`config.mk`:
```
export PLATFORM = sky130hd
export DESIGN_NAME = subtractor_serial_nbit
export DESIGN_NICKNAME = d
export VERILOG_FILES = /design/src/rtl/subtractor_serial_nbit_pkg.sv /design/src/rtl/subtractor_serial_nbit_fsub.sv /design/src/rtl/subtractor_serial_nbit.sv
export SDC_FILE = /design/constraint.sdc
export NUM_CORES = 1
export LEC_CHECK = 0
export ABC_AREA = 1
export CORE_MARGIN = 5
export CORE_UTILIZATION = 50
export CTS_BUF_LIST = sky130_fd_sc_hd__clkbuf_8
export CTS_CLUSTER_SIZE = 16
export DETAILED_ROUTE_END_ITERATION = 8
export PLACE_DENSITY = 0.82
export SLEW_MARGIN = 0
export SYNTH_ARGS = -nofsm -noshare
export SYNTH_HDL_FRONTEND = slang
export SYNTH_SLANG_ARGS = --single-unit
```
`constraint.sdc`:
```
create_clock -name clk -period 1.5 [get_ports clk]
set_clock_uncertainty 0.2 [all_clocks]
set_input_delay 0.225 -clock clk [delete_from_list [all_inputs] [get_ports clk]]
set_output_delay 0.225 -clock clk [all_outputs]
set_load 0.05 [all_outputs]
```
`src/rtl/subtractor_serial_nbit_pkg.sv`:
```
// Shared datapath definitions: FSM state encoding and default operand width,
// common to the serial subtractor and the combinational adder.
package subtractor_serial_nbit_pkg;

    localparam int unsigned DEFAULT_ADDER_WIDTH = 10;

    typedef enum logic {
        IDLE  = 1'b0,
        SHIFT = 1'b1
    } state_t;

endpackage

```
`src/rtl/subtractor_serial_nbit_fsub.sv`:
```
// One-bit full subtractor cell: d = x - y - bin, with borrow out.
module full_subtractor_1bit (
    input  logic x,
    input  logic y,
    input  logic bin,
    output logic d,
    output logic bout
);

    logic w_xy;

    assign w_xy = x ^ y;
    assign d    = w_xy ^ bin;
    assign bout = (~x & y) | (~w_xy & bin);

endmodule

```
`src/rtl/subtractor_serial_nbit.sv`:
```
// Bit-serial N-bit subtractor: diff = a - b, LSB first, one bit per clock,
// with start/busy/done handshake and a single borrow flip-flop.
module subtractor_serial_nbit
    import subtractor_serial_nbit_pkg::*;
#(
    parameter int unsigned N     = DEFAULT_ADDER_WIDTH,
    parameter int unsigned CNT_W = $clog2(N)
) (
    input  logic         clk,
    input  logic         reset_n,
    input  logic         start,
    input  logic [N-1:0] a,
    input  logic [N-1:0] b,
    output logic         busy,
    output logic         done,
    output logic [N-1:0] diff,
    output logic         borrow
);

    state_t             r_state;
    logic [N-1:0]       r_sa;
    logic [N-1:0]       r_sb;
    logic [N-1:0]       r_work;
    logic               r_br;
    logic [CNT_W-1:0]   r_cnt;
    logic [N-1:0]       r_diff;
    logic               r_borrow;
    logic               r_done;

    logic               w_d;
    logic               w_bout;

    full_subtractor_1bit u_fsub (
        .x    (r_sa[0]),
        .y    (r_sb[0]),
        .bin  (r_br),
        .d    (w_d),
        .bout (w_bout)
    );

    always_ff @(posedge clk or negedge reset_n) begin
        if (!reset_n) begin
            r_state  <= IDLE;
            r_sa     <= '0;
            r_sb     <= '0;
            r_work   <= '0;
            r_br     <= 1'b0;
            r_cnt    <= '0;
            r_diff   <= '0;
            r_borrow <= 1'b0;
            r_done   <= 1'b0;
        end else begin
            r_done <= 1'b0;
            case (r_state)
                IDLE: begin
                    if (start) begin
                        r_sa    <= a;
                        r_sb    <= b;
                        r_work  <= '0;
                        r_br    <= 1'b0;
                        r_cnt   <= '0;
                        r_state <= SHIFT;
                    end
                end
                SHIFT: begin
                    r_br   <= w_bout;
                    r_work <= {w_d, r_work[N-1:1]};
                    r_sa   <= {1'b0, r_sa[N-1:1]};
                    r_sb   <= {1'b0, r_sb[N-1:1]};
                    r_cnt  <= r_cnt + CNT_W'(1);
                    // Last bit: publish the assembled result directly, bypassing r_work.
                    if (r_cnt == CNT_W'(N - 1)) begin
                        r_diff   <= {w_d, r_work[N-1:1]};
                        r_borrow <= w_bout;
                        r_done   <= 1'b1;
                        r_state  <= IDLE;
                    end
                end
                default: r_state <= IDLE;
            endcase
        end
    end

    assign busy   = (r_state == SHIFT);
    assign done   = r_done;
    assign diff   = r_diff;
    assign borrow = r_borrow;

endmodule

```
==> results.md <==
- Layout Nets: 294
- Maximum clock path buffer count: 2
- CTS tree: yes
- Setup ws final: -0.0268 ns
- Total power draw: 5.99 mW
- Startpoint Class: flop
- Seq pwr share: 36.3%
- Initial Utilization: 52.6%
- Synth cell count leaders: nand2_1 (90), dfrtp_1 (47), nand3_1 (27)
- Yosys top cell area share: 59.7%
- Hold WC Path Type: in -> async
- Final cell count without fillers: 317
- Via count: 1590
- Hold Slack: 0.0854 ns
- Total gr overflow: 0
- Largest family of logic cells by synthesized area: simple AND/OR/NAND/NOR gates
- H-tree Lvls: 2
- Power Density: 2190 nW/um^2
- Clk pwr share: 18.3%
- Post-DR wirelength/cell: 13.4 um
- Vias/cell: 5.02
- Simple-Gate Fraction of Synth Area: 25.5%
- First-pass GRT wire length: 6990 um
- Reg clk slew, reported paths: 0.09 ns
- Clock sinks: 47
- Final instance area: 2730 um^2
- Switching part of the total: 38.6%
- Vias in the first global route: 1491
- Worst EP arrival: 1.10 ns
- Die ar.: 5290 um^2
- RSZ-0062 raised after global routing: yes
- Internal Power: 3.67 mW
- Synth area leader: dfrtp_1
- Antenna Diode Count: 0
- Leakage: 1.36 nW
- Synthesis-stage register bit count: 47
- Core area: 3740 um^2
- GP Congestion: 0.751
- Iter 0 DRT Violations: 108
- Max Freq: 655 MHz
- Most common cell in the netlist: nand2_1
- Pin count of the biggest net entering global routing: 27
- Synthesized net count: 250
- Root Buffer: clkbuf_8
- Max_slew headroom: 75.4%
- Mux cell area share after synthesis: 0%
- Rows: 22
- Chip width: 72.8 um
- CP Capture Type: output pin
- Global Route Usage Sum: 17.4%
- Fillers: 270
- CTS buffer count: 5
- CP max FO: 8
- Worst-Margin Slew: 0.368 ns
- Placed insts: 305
- Drt total wl: 4240 um
- Peak VDD IR: 1330 uV
- Placed cell areas: 2540 um^2
- Cell area after synthesis: 1970 um^2
- Post-route clock period utilization: 102%
- HPWL Detailed: 2970 um
- Worst slack at placement: -0.0830 ns
- Async SR Flop Fraction: 100%
- Slew Limit Fails: 0
- Max Cap Viol: 0
- Main area contributors after synthesis: dfrtp_1 (60%), nand2_1 (17%), nand3_1 (6.9%), inv_1 (3.8%), o22ai_1 (2.9%)
- Port bufs: 35
- Seq/Total Area, Yosys: 59.7%
- Die outline height: 72.8 um
- Sw Pwr: 2.31 mW
- Req. time, crit path: 1.07 ns
- Layout cell share with drive strength beyond 1: 14.9%
- Setup violators final: 1
- DRC violations left: 0
- Post-synth EDFFs: 0
- DR pass1 iterations: 4
- Synth Warn #: 0
- Area delta synth->final: 38.6%
- DRT antenna net count: 0
- Failing checks: negative setup slack
- Syn Area/Cell: 8.79 um^2
- Synth Area in Adders: 2.29%
- Ys flop type: dfrtp_1
- Yosys cell types: 18
- Tmin final: 1.53 ns
- Clock Latency Late Sink: 0.31 ns
- Post-synthesis compound-gate area fraction: 5.15%
- Status: finished, violations left
- Initial antenna violation count: 0
- Crit path kind: reg -> out
- Final Hold Vio Count: 0
- Num ports: 36
- Synth Area in XOR/XNOR: 0%
- Mapped Cells: 224
- Combinational Power Share: 45.5%
==> cell type report <==
cell class	count	area, um^2	share of cell area (%)
multi-input combinational	143	656	24.0
inverter	23	86.3	3.16
clock buffer	5	68.8	2.52
sequential	47	1180	43.1
clock inverter	3	67.6	2.48
timing repair buffer	48	613	22.5
tap	48	60.1	2.20
==> kinds of logic (layout without fill, tap and decap cells) <==
family,count (synthesis),after routing
buf+inv,34,79
simple gates,123,123
compound gates,17,17
flops,47,47
fa+ha+maj,3,3
==> per-layer routing <==
metal | GRT usage, % | wire (um)
met1 | 22.6 | 1880
met2 | 27.7 | 2090
met3 | 4.27 | 183
met4 | 7.99 | 87
met5 | 0 | 0
==> cells in the final DEF (no fill, tap or decap), types with 2 or more instances in the layout <==
master,Yosys,final
inv_1,20,20
ha_1,2,2
o211ai_1,2,2
clkdlybuf4s50_1,0,21
inv_2,3,3
nand2_1,90,89
o21ai_0,3,3
bufinv_16,0,2
nor2_1,4,4
dfrtp_1,47,46
buf_4,2,9
o21ai_1,2,2
nand3_1,27,27
buf_12,0,16
o22ai_1,9,9
clkbuf_8,0,5
==> what timing repair did <==
action                                 in CTS  in global routing
setup endpoints to repair                  13                 10
hold buffers                                1                  0
buffers inserted                            0                  3
gates resized for setup                     4                  1
endpoints found under the hold margin      47                  0
==> critical path, cell delays in order, from the launching register on <==
cell	delay, ns
dfrtp_2	0.49
buf_12	0.16
buf_12	0.14
==> flip-flops by register name, summed over array words and instances (netlist names) <==
name    flops
diff       10
r_work      9
borrow      1
r_br        1
done        1
busy        1
r_cnt       4
r_sa       10
r_sb       10
==> power by group through the flow <==
stage | clock (mW) | combinational, mW | sequential (mW)
2_1_floorplan | 0 | 1.10 | 2.57
3_3_place_gp | 0 | 2.58 | 2.16
3_5_place_dp | 0 | 2.66 | 2.19
4_1_cts | 1.10 | 2.72 | 2.18
5_1_grt | 1.16 | 2.96 | 2.22
6_report | 1.09 | 2.72 | 2.17
==> worst paths after layout <==
check	from	endpoint	slack, ns	cells past startpoint
hold / removal	reset_n	r_br	0.09	2
hold reg to reg	r_sa[6]	r_sa[5]	0.30	2
setup / recovery	busy	busy	-0.03	2
max in group asynchronous	reset_n	diff[8]	0.57	3
setup reg to reg	busy	diff[0]	0.08	6
min in group clk	a[3]	r_sa[3]	0.27	3
==> metrics by stage <==
step	TNS, ns	util, %
after floorplan	0	-
after global placement	-0.316	67.8
after detailed placement	-1.45	67.8
after CTS	-0.0655	72.2
after global routing	-0.0685	72.9
final	-0.0268	72.9
(Power assumes the default switching activity.)
